--- src/rtl/i2c_pkg.sv ---
// i2c_pkg: shared definitions for the I2C write-burst engine.
//   state_t        : sequencer states
//   PH_PER_BIT     : PT_CK phases per SCL period
//   BITS_PER_BYTE  : eight data bits plus the ACK slot
//   clamp_nbytes() : limits a requested payload count to the supported maximum
//   burst_cycles() : nominal START-entry to END_OK-high time of a fully ACKed burst
package i2c_pkg;

    typedef enum logic [3:0] {
        IDLE,
        ARM,
        START,
        B_LO,
        B_SET,
        B_HI,
        B_END,
        P0,
        P1,
        P2,
        DONE
    } state_t;

    localparam int PH_PER_BIT    = 4;
    localparam int BITS_PER_BYTE = 9;

    function automatic int clamp_nbytes(input int n, input int max_n);
        return (n > max_n) ? max_n : n;
    endfunction

    // START (1) + address/pointer/payload bytes + STOP (3) + DONE (1)
    function automatic int burst_cycles(input int n);
        return 1 + PH_PER_BIT * BITS_PER_BYTE * (2 + n) + 3 + 1;
    endfunction

endpackage

--- src/rtl/i2c_write_burst_if.sv ---
// i2c_write_burst_if: request/status/bus bundle between the sensor-control
// sequencer plus pad logic (master modport) and the write engine (slave modport).
//   GO, SLAVE_ADDRESS, POINTER, DATA, NBYTES : burst request
//   SDAI (and SCLI when I2C_WB_CLK_STRETCH_EN) : sampled pad levels
//   SDAO, SCLO                           : open-drain drive, 1 = release
//   END_OK, ACK_OK, NACK_ERR, BYTE_CNT   : burst status
interface i2c_write_burst_if #(
    parameter int MAX_BYTES = 4,
    parameter int CW        = $clog2(MAX_BYTES + 1)
);

    logic                   GO;
    logic [7:0]             SLAVE_ADDRESS;
    logic [7:0]             POINTER;
    logic [8*MAX_BYTES-1:0] DATA;
    logic [CW-1:0]          NBYTES;
    logic                   SDAI;
    logic                   SDAO;
    logic                   SCLO;
    logic                   END_OK;
    logic                   ACK_OK;
    logic                   NACK_ERR;
    logic [CW:0]            BYTE_CNT;
`ifdef I2C_WB_CLK_STRETCH_EN
    logic                   SCLI;

    modport master (
        output GO, SLAVE_ADDRESS, POINTER, DATA, NBYTES, SDAI, SCLI,
        input  SDAO, SCLO, END_OK, ACK_OK, NACK_ERR, BYTE_CNT
    );

    modport slave (
        input  GO, SLAVE_ADDRESS, POINTER, DATA, NBYTES, SDAI, SCLI,
        output SDAO, SCLO, END_OK, ACK_OK, NACK_ERR, BYTE_CNT
    );
`else
    modport master (
        output GO, SLAVE_ADDRESS, POINTER, DATA, NBYTES, SDAI,
        input  SDAO, SCLO, END_OK, ACK_OK, NACK_ERR, BYTE_CNT
    );

    modport slave (
        input  GO, SLAVE_ADDRESS, POINTER, DATA, NBYTES, SDAI,
        output SDAO, SCLO, END_OK, ACK_OK, NACK_ERR, BYTE_CNT
    );
`endif

endinterface

--- src/rtl/i2c_byte_tx.sv ---
// i2c_byte_tx: 9-bit transmit shifter (byte followed by a released ACK bit)
// with a bit counter.
//   clk_sys : PT_CK
//   rst_b   : synchronous active-low reset
//   load    : capture {byte_in, 1} and clear the bit counter
//   shift   : advance the shifter by one bit (MSB leaves first)
//   bit_inc : count one completed SCL high phase
//   msb     : bit to drive on SDA next
//   done    : all nine bit slots of the current byte have been clocked
module i2c_byte_tx
    import i2c_pkg::*;
(
    input  logic       clk_sys,
    input  logic       rst_b,
    input  logic       load,
    input  logic       shift,
    input  logic       bit_inc,
    input  logic [7:0] byte_in,
    output logic       msb,
    output logic       done
);

    logic [8:0] shreg;
    logic [3:0] bit_cnt;

    always_ff @(posedge clk_sys) begin
        if (!rst_b) begin
            shreg   <= '1;
            bit_cnt <= '0;
        end else if (load) begin
            shreg   <= {byte_in, 1'b1};
            bit_cnt <= '0;
        end else begin
            if (shift) begin
                shreg <= {shreg[7:0], 1'b1};
            end
            if (bit_inc) begin
                bit_cnt <= bit_cnt + 1'b1;
            end
        end
    end

    assign msb  = shreg[8];
    assign done = (bit_cnt == 4'(BITS_PER_BYTE));

endmodule

--- src/rtl/i2c_write_burst.sv ---
// i2c_write_burst: I2C master write engine. One GO handshake (high in IDLE,
// then low) sends START, address byte, pointer byte, 0..MAX_BYTES payload
// bytes and STOP, checking ACK after every byte; a NACK skips to STOP.
//   PT_CK   : bit-phase clock, four phases per SCL period
//   RESET_N : synchronous active-low reset; abandons the bus with no STOP
//   bus     : i2c_write_burst_if slave modport (request, pads, status)
// Build option: I2C_WB_CLK_STRETCH_EN adds bus.SCLI; while SCL is released
// and SCLI reads low, the engine waits before sampling ACK / completing STOP.
//
// state | meaning
// IDLE  | bus released, waiting for GO high
// ARM   | waiting for GO low; request latched on exit
// START | SDA low with SCL high, address byte loaded
// B_LO  | SCL low
// B_SET | drive next bit on SDA
// B_HI  | release SCL, count bit
// B_END | SCL low again; ACK sampled after bit 9
// P0    | SDA low, SCL low
// P1    | release SCL
// P2    | release SDA (STOP)
// DONE  | publish END_OK / ACK_OK
module i2c_write_burst
    import i2c_pkg::*;
#(
    parameter int MAX_BYTES = 4,
    parameter int CW        = $clog2(MAX_BYTES + 1)
) (
    input  logic             PT_CK,
    input  logic             RESET_N,
    i2c_write_burst_if.slave bus
);

    state_t                 state;
    logic [7:0]             addr_l;
    logic [7:0]             ptr_l;
    logic [8*MAX_BYTES-1:0] data_l;
    logic [CW-1:0]          nbytes_l;

    logic                   sdao;
    logic                   sclo;
    logic                   end_ok;
    logic                   ack_ok;
    logic                   nack_err;
    logic [CW:0]            byte_cnt;

    logic [CW:0]            cnt_next;
    logic                   more;
    logic [7:0]             next_byte;
    logic                   scl_ok;

    logic                   tx_load;
    logic                   tx_shift;
    logic                   tx_inc;
    logic [7:0]             tx_byte;
    logic                   tx_msb;
    logic                   tx_done;

    // SCLO is registered, so the pad is actually released during B_END and P2;
    // that is where a stretching slave is observed.
`ifdef I2C_WB_CLK_STRETCH_EN
    assign scl_ok = bus.SCLI;
`else
    assign scl_ok = 1'b1;
`endif

    // byte_cnt counts ACKed bytes, so cnt_next is also the index of the byte
    // to load next: 1 = pointer, 2.. = payload.
    always_comb begin
        cnt_next  = byte_cnt + 1'b1;
        more      = cnt_next < ((CW+1)'(nbytes_l) + (CW+1)'(2));
        next_byte = ptr_l;
        for (int k = 0; k < MAX_BYTES; k++) begin
            if (cnt_next == (CW+1)'(k + 2)) begin
                next_byte = data_l[8*k +: 8];
            end
        end
    end

    always_comb begin
        tx_load  = (state == START) ||
                   ((state == B_END) && scl_ok && tx_done && !bus.SDAI && more);
        tx_byte  = (state == START) ? addr_l : next_byte;
        tx_shift = (state == B_SET);
        tx_inc   = (state == B_HI);
    end

    i2c_byte_tx u_byte_tx (
        .clk_sys (PT_CK),
        .rst_b   (RESET_N),
        .load    (tx_load),
        .shift   (tx_shift),
        .bit_inc (tx_inc),
        .byte_in (tx_byte),
        .msb     (tx_msb),
        .done    (tx_done)
    );

    always_ff @(posedge PT_CK) begin
        if (!RESET_N) begin
            state    <= IDLE;
            sdao     <= 1'b1;
            sclo     <= 1'b1;
            end_ok   <= 1'b1;
            ack_ok   <= 1'b0;
            nack_err <= 1'b0;
            byte_cnt <= '0;
            addr_l   <= '0;
            ptr_l    <= '0;
            data_l   <= '0;
            nbytes_l <= '0;
        end else begin
            case (state)
                IDLE: begin
                    sdao <= 1'b1;
                    sclo <= 1'b1;
                    if (bus.GO) begin
                        state <= ARM;
                    end
                end
                ARM: begin
                    if (!bus.GO) begin
                        addr_l   <= bus.SLAVE_ADDRESS;
                        ptr_l    <= bus.POINTER;
                        data_l   <= bus.DATA;
                        nbytes_l <= CW'(clamp_nbytes(int'(bus.NBYTES), MAX_BYTES));
                        end_ok   <= 1'b0;
                        ack_ok   <= 1'b0;
                        nack_err <= 1'b0;
                        byte_cnt <= '0;
                        state    <= START;
                    end
                end
                START: begin
                    sdao  <= 1'b0;
                    sclo  <= 1'b1;
                    state <= B_LO;
                end
                B_LO: begin
                    sclo  <= 1'b0;
                    state <= B_SET;
                end
                B_SET: begin
                    sdao  <= tx_msb;
                    state <= B_HI;
                end
                B_HI: begin
                    sclo  <= 1'b1;
                    state <= B_END;
                end
                B_END: begin
                    if (scl_ok) begin
                        sclo <= 1'b0;
                        if (!tx_done) begin
                            state <= B_LO;
                        end else if (bus.SDAI) begin
                            nack_err <= 1'b1;
                            ack_ok   <= 1'b0;
                            state    <= P0;
                        end else begin
                            byte_cnt <= cnt_next;
                            state    <= more ? B_LO : P0;
                        end
                    end
                end
                P0: begin
                    sdao  <= 1'b0;
                    sclo  <= 1'b0;
                    state <= P1;
                end
                P1: begin
                    sclo  <= 1'b1;
                    state <= P2;
                end
                P2: begin
                    if (scl_ok) begin
                        sdao  <= 1'b1;
                        sclo  <= 1'b1;
                        state <= DONE;
                    end
                end
                DONE: begin
                    end_ok <= 1'b1;
                    ack_ok <= !nack_err;
                    state  <= IDLE;
                end
                default: begin
                    state <= IDLE;
                end
            endcase
        end
    end

    assign bus.SDAO     = sdao;
    assign bus.SCLO     = sclo;
    assign bus.END_OK   = end_ok;
    assign bus.ACK_OK   = ack_ok;
    assign bus.NACK_ERR = nack_err;
    assign bus.BYTE_CNT = byte_cnt;

endmodule

--- src/flat_wrapper.sv ---
// flat-port wrapper written by rule: the top's interface ports become plain ports
module i2c_write_burst_flat import i2c_pkg::*;
#(
    parameter int MAX_BYTES = 4,
    parameter int CW        = $clog2(MAX_BYTES + 1)
)
  (PT_CK, RESET_N, bus_GO, bus_SLAVE_ADDRESS, bus_POINTER, bus_DATA, bus_NBYTES, bus_SDAI, bus_SDAO, bus_SCLO, bus_END_OK, bus_ACK_OK, bus_NACK_ERR, bus_BYTE_CNT);
  i2c_write_burst_if #(.MAX_BYTES(MAX_BYTES), .CW(CW)) bus_i ();
  input  logic PT_CK;
  input  logic RESET_N;
  input wire logic [$bits(bus_i.GO)-1:0] bus_GO;
  input wire logic [$bits(bus_i.SLAVE_ADDRESS)-1:0] bus_SLAVE_ADDRESS;
  input wire logic [$bits(bus_i.POINTER)-1:0] bus_POINTER;
  input wire logic [$bits(bus_i.DATA)-1:0] bus_DATA;
  input wire logic [$bits(bus_i.NBYTES)-1:0] bus_NBYTES;
  input wire logic [$bits(bus_i.SDAI)-1:0] bus_SDAI;
  output wire logic [$bits(bus_i.SDAO)-1:0] bus_SDAO;
  output wire logic [$bits(bus_i.SCLO)-1:0] bus_SCLO;
  output wire logic [$bits(bus_i.END_OK)-1:0] bus_END_OK;
  output wire logic [$bits(bus_i.ACK_OK)-1:0] bus_ACK_OK;
  output wire logic [$bits(bus_i.NACK_ERR)-1:0] bus_NACK_ERR;
  output wire logic [$bits(bus_i.BYTE_CNT)-1:0] bus_BYTE_CNT;
  assign bus_i.GO = bus_GO;
  assign bus_i.SLAVE_ADDRESS = bus_SLAVE_ADDRESS;
  assign bus_i.POINTER = bus_POINTER;
  assign bus_i.DATA = bus_DATA;
  assign bus_i.NBYTES = bus_NBYTES;
  assign bus_i.SDAI = bus_SDAI;
  assign bus_SDAO = bus_i.SDAO;
  assign bus_SCLO = bus_i.SCLO;
  assign bus_END_OK = bus_i.END_OK;
  assign bus_ACK_OK = bus_i.ACK_OK;
  assign bus_NACK_ERR = bus_i.NACK_ERR;
  assign bus_BYTE_CNT = bus_i.BYTE_CNT;
  i2c_write_burst #(.MAX_BYTES(MAX_BYTES), .CW(CW)) u_core (.PT_CK(PT_CK), .RESET_N(RESET_N), .bus(bus_i));
endmodule
--- config.mk ---
export PLATFORM = sky130hd
export DESIGN_NAME = i2c_write_burst_flat
export DESIGN_NICKNAME = d
export VERILOG_FILES = /design/src/rtl/i2c_pkg.sv /design/src/rtl/i2c_write_burst_if.sv /design/src/rtl/i2c_byte_tx.sv /design/src/rtl/i2c_write_burst.sv /design/src/flat_wrapper.sv
export SDC_FILE = /design/constraint.sdc
export NUM_CORES = 1
export LEC_CHECK = 0
export BUFFER_PORTS_ARGS = -buffer_cell sky130_fd_sc_hd__buf_2
export CORE_ASPECT_RATIO = 0.6
export CORE_MARGIN = 2
export CORE_UTILIZATION = 29
export DETAILED_ROUTE_END_ITERATION = 6
export MAX_ROUTING_LAYER = met4
export SLEW_MARGIN = 30
export SYNTH_ARGS = -nofsm -noshare
export SYNTH_HDL_FRONTEND = slang
export SYNTH_SLANG_ARGS = --single-unit
--- constraint.sdc ---
create_clock -name PT_CK -period 2.2 [get_ports PT_CK]
set_clock_uncertainty 0.1 [all_clocks]
set_input_delay 0.22 -clock PT_CK [delete_from_list [all_inputs] [get_ports PT_CK]]
set_output_delay 0.22 -clock PT_CK [all_outputs]
set_load 0.005 [all_outputs]
# Word-level counts from Yosys, hierarchy flattened
# Index checks and enable logic that the tools add are counted.
[totals]
regBits = 76
latchBits = 0
ram_bits = 0
rom_bits = 0
input_bits = 55
output_inout_bits = 9
word_cells = 92
n_memories = 0
[classes]
n_addsub = 3
multipliers = 0
div_mod_pow = 0
magnitude_cmp = 2
n_eq_ne = 20
shifts = 0
n_mux = 28
bitwise_logic = 2
reduce_logical = 24
[ops]
columns = ["op", "count"]
rows = [
  ["2-to-1 mux 8 bit", 5],
  ["one-hot mux 4 bit (10 select lines)", 1],
  ["2-to-1 mux 4 bit", 7],
  ["equality test 4 x 3 -> 1 bit, second input constant", 6],
  ["2-to-1 mux 9 bit", 2],
  ["equality test 4 x 2 -> 1 bit, second input constant", 4],
  ["equality test 4 bit, second input constant", 4],
  ["AND reduction 4 bit", 3],
  ["adder 4 x 1 -> 4 bit, second input constant", 2],
  ["inequality test 2 bit, second input constant", 4],
  ["one-hot mux 4 bit (2 select lines)", 1],
  ["nonzero test 2 bit", 4],
  ["2-to-1 mux 3 bit", 2],
  ["one-hot mux 1 bit (2 select lines)", 3],
  ["one-hot mux 1 bit (3 select lines)", 2],
  ["AND reduction 2 bit", 3],
  ["nonzero test 3 bit", 2],
  ["OR reduction 2 bit", 3],
  ["2-to-1 mux 1 bit", 5],
  ["OR reduction 5 bit", 1],
  ["adder 3 x 2 -> 4 bit, second input constant", 1],
  ["equality test 4 x 1 -> 1 bit, second input constant", 1],
  ["zero test 4 bit", 1],
  ["less-than comparator 4 bit", 1],
  ["7 further kinds", 11],
]

# Longest topological paths before layout
[logic_depth]
ltp_word = 8
ltp_mapped = 9
mapped_depth_nobuf = 8

# Hierarchy
# From an unflattened synthesis, not the netlist that was laid out.
[unflattened]
cells_unflattened = 485
area_unflattened_um2 = 3723.6
[modules_own_cells]
columns = ["module", "n_inst", "cells_each", "area_each_um2", "seq_area_each_um2"]
rows = [
  ["i2c_write_burst", 1, 428, 3151.8, 1281.2],
  ["i2c_byte_tx", 1, 57, 571.8, 240.2],
]

# Least setup slack after synthesis
# No wires, ideal clock.
[synth_path]
kind = "register to register"
startpoint = "register u_core.byte_cnt[0], in the netlist u_core.bus.BYTE_CNT[0]"
endpoint = "register u_core.u_byte_tx.shreg[2]"
t_arrival_ns = 2.189
path_slack_ns = -0.231
path_stages_with_launch = 10
path_cell_list = "dfxtp_1 -> inv_1 -> ha_1 -> ha_1 -> a221oi_2 -> o22ai_2 -> a211o_4 -> buf_6 -> nand2_1 -> o211ai_2"
[synth_between]
elab_chain_len = 8
[synth_lines]
columns = ["element", "line", "text"]
rows = [
  ["from (decl)", "i2c_write_burst.sv:44", "logic [CW:0] byte_cnt;"],
  ["from (signal assigned)", "i2c_write_burst.sv:160", "byte_cnt <= cnt_next;"],
  ["adder 4 x 1 -> 4 bit (*)", "i2c_write_burst.sv:69", "cnt_next = byte_cnt + 1'b1;"],
  ["equality test 4 x 2 -> 1 bit", "i2c_write_burst.sv:73", "if (cnt_next == (CW+1)'(k + 2)) begin"],
  ["2-to-1 mux 8 bit (4 in series)", "i2c_write_burst.sv:73", ""],
  ["2-to-1 mux 8 bit", "i2c_write_burst.sv:82", "tx_byte = (state == START) ? addr_l : next_byte;"],
  ["2-to-1 mux 9 bit", "i2c_byte_tx.sv:30", "end else if (load) begin"],
  ["to (signal assigned)", "i2c_byte_tx.sv:31", "shreg <= {byte_in, 1'b1};"],
  ["to (signal assigned)", "i2c_byte_tx.sv:35", "shreg <= {shreg[7:0], 1'b1};"],
  ["to (decl)", "i2c_byte_tx.sv:23", "logic [8:0] shreg;"],
]
# Mark *: on every way between the ends. The rest lies on a longest branch, timed or not.
# A chain may end at the register's enable or synchronous reset.

# Final worst setup path
[layout_path]
startpoint = "register u_core.byte_cnt[0], in the netlist u_core.bus.BYTE_CNT[0]"
endpoint = "register u_core.u_byte_tx.shreg[1]"
# Same word-level chain as after synthesis.

==> results.md <==
* Count of cell types in the netlist at 49
* Vias at 3,753
* Status: finished clean
* Power per cell area at 657 mW/mm^2
* Die Width at 155 um
* Final antenna-violating net count at 0
* Commonest cells after routing, fill and taps aside: nand2_1 (138), dfxtp_1 (74), buf_2 (63), a21boi_0 (61), o21ai_0 (29)
* Vias per inst at 5.00
* Core area at 0.0135 sq mm
* Layout fillers at 1,406
* Tightest Pin Transition at 677 ps
* RSZ-0062 raised after global routing: yes
* Critical Path Start Type: flip-flop
* Max VDD drop at 0.352 mV
* Yosys reg bits at 76
* Sequential-to-total area share from yosys stat at 38.2%
* Worst skew pair latency at 340 ps
* Max Freq at 465 MHz
* CTS Root Cell: clkbuf_16
* Tmin final at 2150 ps
* Slowest-stage cell, CP: a211o_4
* # diodes at 0
* Most common cell on crit path: ha_4
* RePlAce Congestion at 0.838
* First-pass GRT wire length at 18.2 mm
* Final net count at 635
* Relative slew margins at 54.9%
* Crit Path Category: flip-flop to flip-flop
* Die area at 0.0147 sq mm
* DP HPWL at 8.13 mm
* Critical Path AT at 2240 ps
* Avg Inst Size Synth at 7.93 sq um
* Fin. Hold Viols at 0
* WL/cell at 15.1 um
* Fraction of registers with async set/reset at 0%
* Most common cell after layout, fill and taps aside: nand2_1
* HP Class: input port to flip-flop
* Final Setup Violations at 0
* Area growth, synth to finish at 25.4%
* Largest net degree at the start of global routing at 74
* Total power at 3.28 mW
* Crit path required time at 2300 ps
* Initial Util at 29.4%
* Initial antenna violation count at 0
* TritonRoute pass-1 iters at 5
* Clock-pin slew on the worst setup and hold paths at 60 ps
* Worst path cell trace: inv_4 > ha_4 > ha_4 > a221oi_4 > o22ai_4 > a211o_4 > o211ai_1 > o211ai_2
* DRT Wirelength at 11.3 mm
* Hold_buf cts at 0
* Total of max-cap violations at 0
* Residual DRC count at 0
* Post-synth net total at 566
* CP Max Fanout at 8
* Post-Syn Area at 0.00398 sq mm
* Pleak at 1.93 nW
* IO Count at 64
* Die height at 94.8 um
* DR iter-0 viols at 342
* Period utilization at 97.7%
* Max Slew Vio Count at 0
* Worst Setup End Kind: flip-flop
* Proportion of layout cells with a drive suffix above 1 at 23.4%
* Final setup TNS at 0 ps
* CTS H-Tree Depth at 3
* Synthesized netlist cell count at 502
* Total CTS buffers at 9
* CTS sink cnt at 76
* Vias in the first global route at 3,618
* Synth warnings at 0
* Top FF cell, synth: dfxtp_1
* CTS Buffer Depth at 2
* Critical Path Max Stage Delay at 400 ps
* Global route total overflow at 0
* PortBufs at 63
* CTS tree: done
* Gr usage total at 16.3%
* Number of flops mapped to enable cells by yosys at 0
* Site Rows at 33
[cell type report]
type | count | area, sq um | area share, %
Multi-Input combinational cell | 387 | 2400 | 48.2
Sequential cell | 76 | 1530 | 30.6
Timing Repair Buffer | 87 | 495 | 9.93
Clock buffer | 9 | 225 | 4.51
Tap cell | 175 | 219 | 4.39
Clock inverter | 7 | 75.1 | 1.50
Inverter | 10 | 42.5 | 0.852
[per-stage QoR]
stage / std cells / instance area [sq um] / setup WS, ps / utilization (%) / hold slack, ps
after floorplan: 502 / 4000 / 19.4 / - / 265
after global routing: 751 / 4990 / -37.0 / 36.9 / 29.1
after detailed placement: 730 / 4550 / -94.7 / 33.6 / 358
after global placement: 730 / 4550 / -51.8 / 33.6 / 349
after CTS: 750 / 4940 / -2.15 / 36.4 / 14.4
final: 751 / 4990 / 51.0 / 36.9 / 23.8
[state kept, by name, indices dropped and copies added, names as in the netlist]
signal and cells:
u_core.data_l 32, u_core.addr_l 8, u_core.ptr_l 8, u_core.u_byte_tx.shreg 8, u_core.bus.BYTE_CNT 4, u_core.state 4
u_core.u_byte_tx.bit_cnt 4, u_core.nbytes_l 3, u_core.bus.ACK_OK 1, u_core.bus.END_OK 1, u_core.bus.NACK_ERR 1, u_core.bus.SCLO 1
u_core.bus.SDAO 1
[cells by family (layout without fill, tap and decap cells)]
kind of cell	count (synthesis)	in the layout	synth area share [%]
xor gates and xnor gates	6	6	1.98
muxes	3	3	0.786
DFF	76	76	38.2
buffers and inverters	41	113	4.68
AOI/OAI and AO/OA	140	142	24.8
and+or+nand+nor	227	227	26.7
adders and majority gates	9	9	2.83
[timing repair]
action,in CTS,in global routing
endpoints found under the setup margin,12,14
setup buffers,3,0
gates resized for setup,8,8
pin swaps,6,6
cloned,1,1
[power breakdown]
part	internal (mW)	switching (mW)	total, mW
sequential	1.43	0.0366	1.47
clock	0.882	0.616	1.50
combinational	0.140	0.175	0.314
total	2.45	0.827	3.28
[critical path: cells and delay by family, from the launching register on]
kind	cells	cell delay, ps
compound gates	5	1040
fa+ha+maj	2	450
flops	1	370
buf+inv	1	40
[synthesized netlist by cell type, types with 2 or more instances]
cell      instances  share of area, %
nand2_1         138                13
dfxtp_1          76                38
a21boi_0         61                12
o21ai_0          29               3.6
nor2_1           27               2.5
clkbuf_1         22               2.1
nor2b_1          18               2.8
a21oi_1          16               2.0
inv_1            10              0.94
nand2b_1         10               1.6
ha_1              9               2.8
nor3b_1           8               1.5
a31oi_1           7               1.1
and2_1            6              0.94
o211ai_2          6               1.9
buf_2             5              0.63
and3_1            4              0.63
nand3_1           4              0.50
o211ai_1          4              0.75
buf_6             3              0.85
o22ai_1           3              0.47
mux2i_1           2              0.50
nand3b_1          2              0.38
nand4_1           2              0.31
nor3_1            2              0.25
nor4_1            2              0.31
o31ai_1           2              0.38
xnor2_1           2              0.44
xor2_1            2              0.44
[final timing paths]
check	end	from	slack (ps)	depth (start not counted)
max	u_core.u_byte_tx.shreg[1]	u_core.bus.BYTE_CNT[0]	50	8
min	u_core.data_l[15]	bus_DATA[15]	20	3
max reg2reg	u_core.u_byte_tx.shreg[1]	u_core.bus.BYTE_CNT[0]	50	8
min reg2reg	u_core.ptr_l[2]	u_core.ptr_l[2]	370	2
[metal layers]
metal | share of wire (%) | vias to the layer above | track usage, %
li1 | - | 1844 | -
met1 | 51 | 1765 | 22.7
met4 | 1.1 | 0 | 3.75
met3 | 6.7 | 21 | 3.99
met5 | 0 | - | -
met2 | 41 | 123 | 23.9
(Power assumes the default switching activity.)
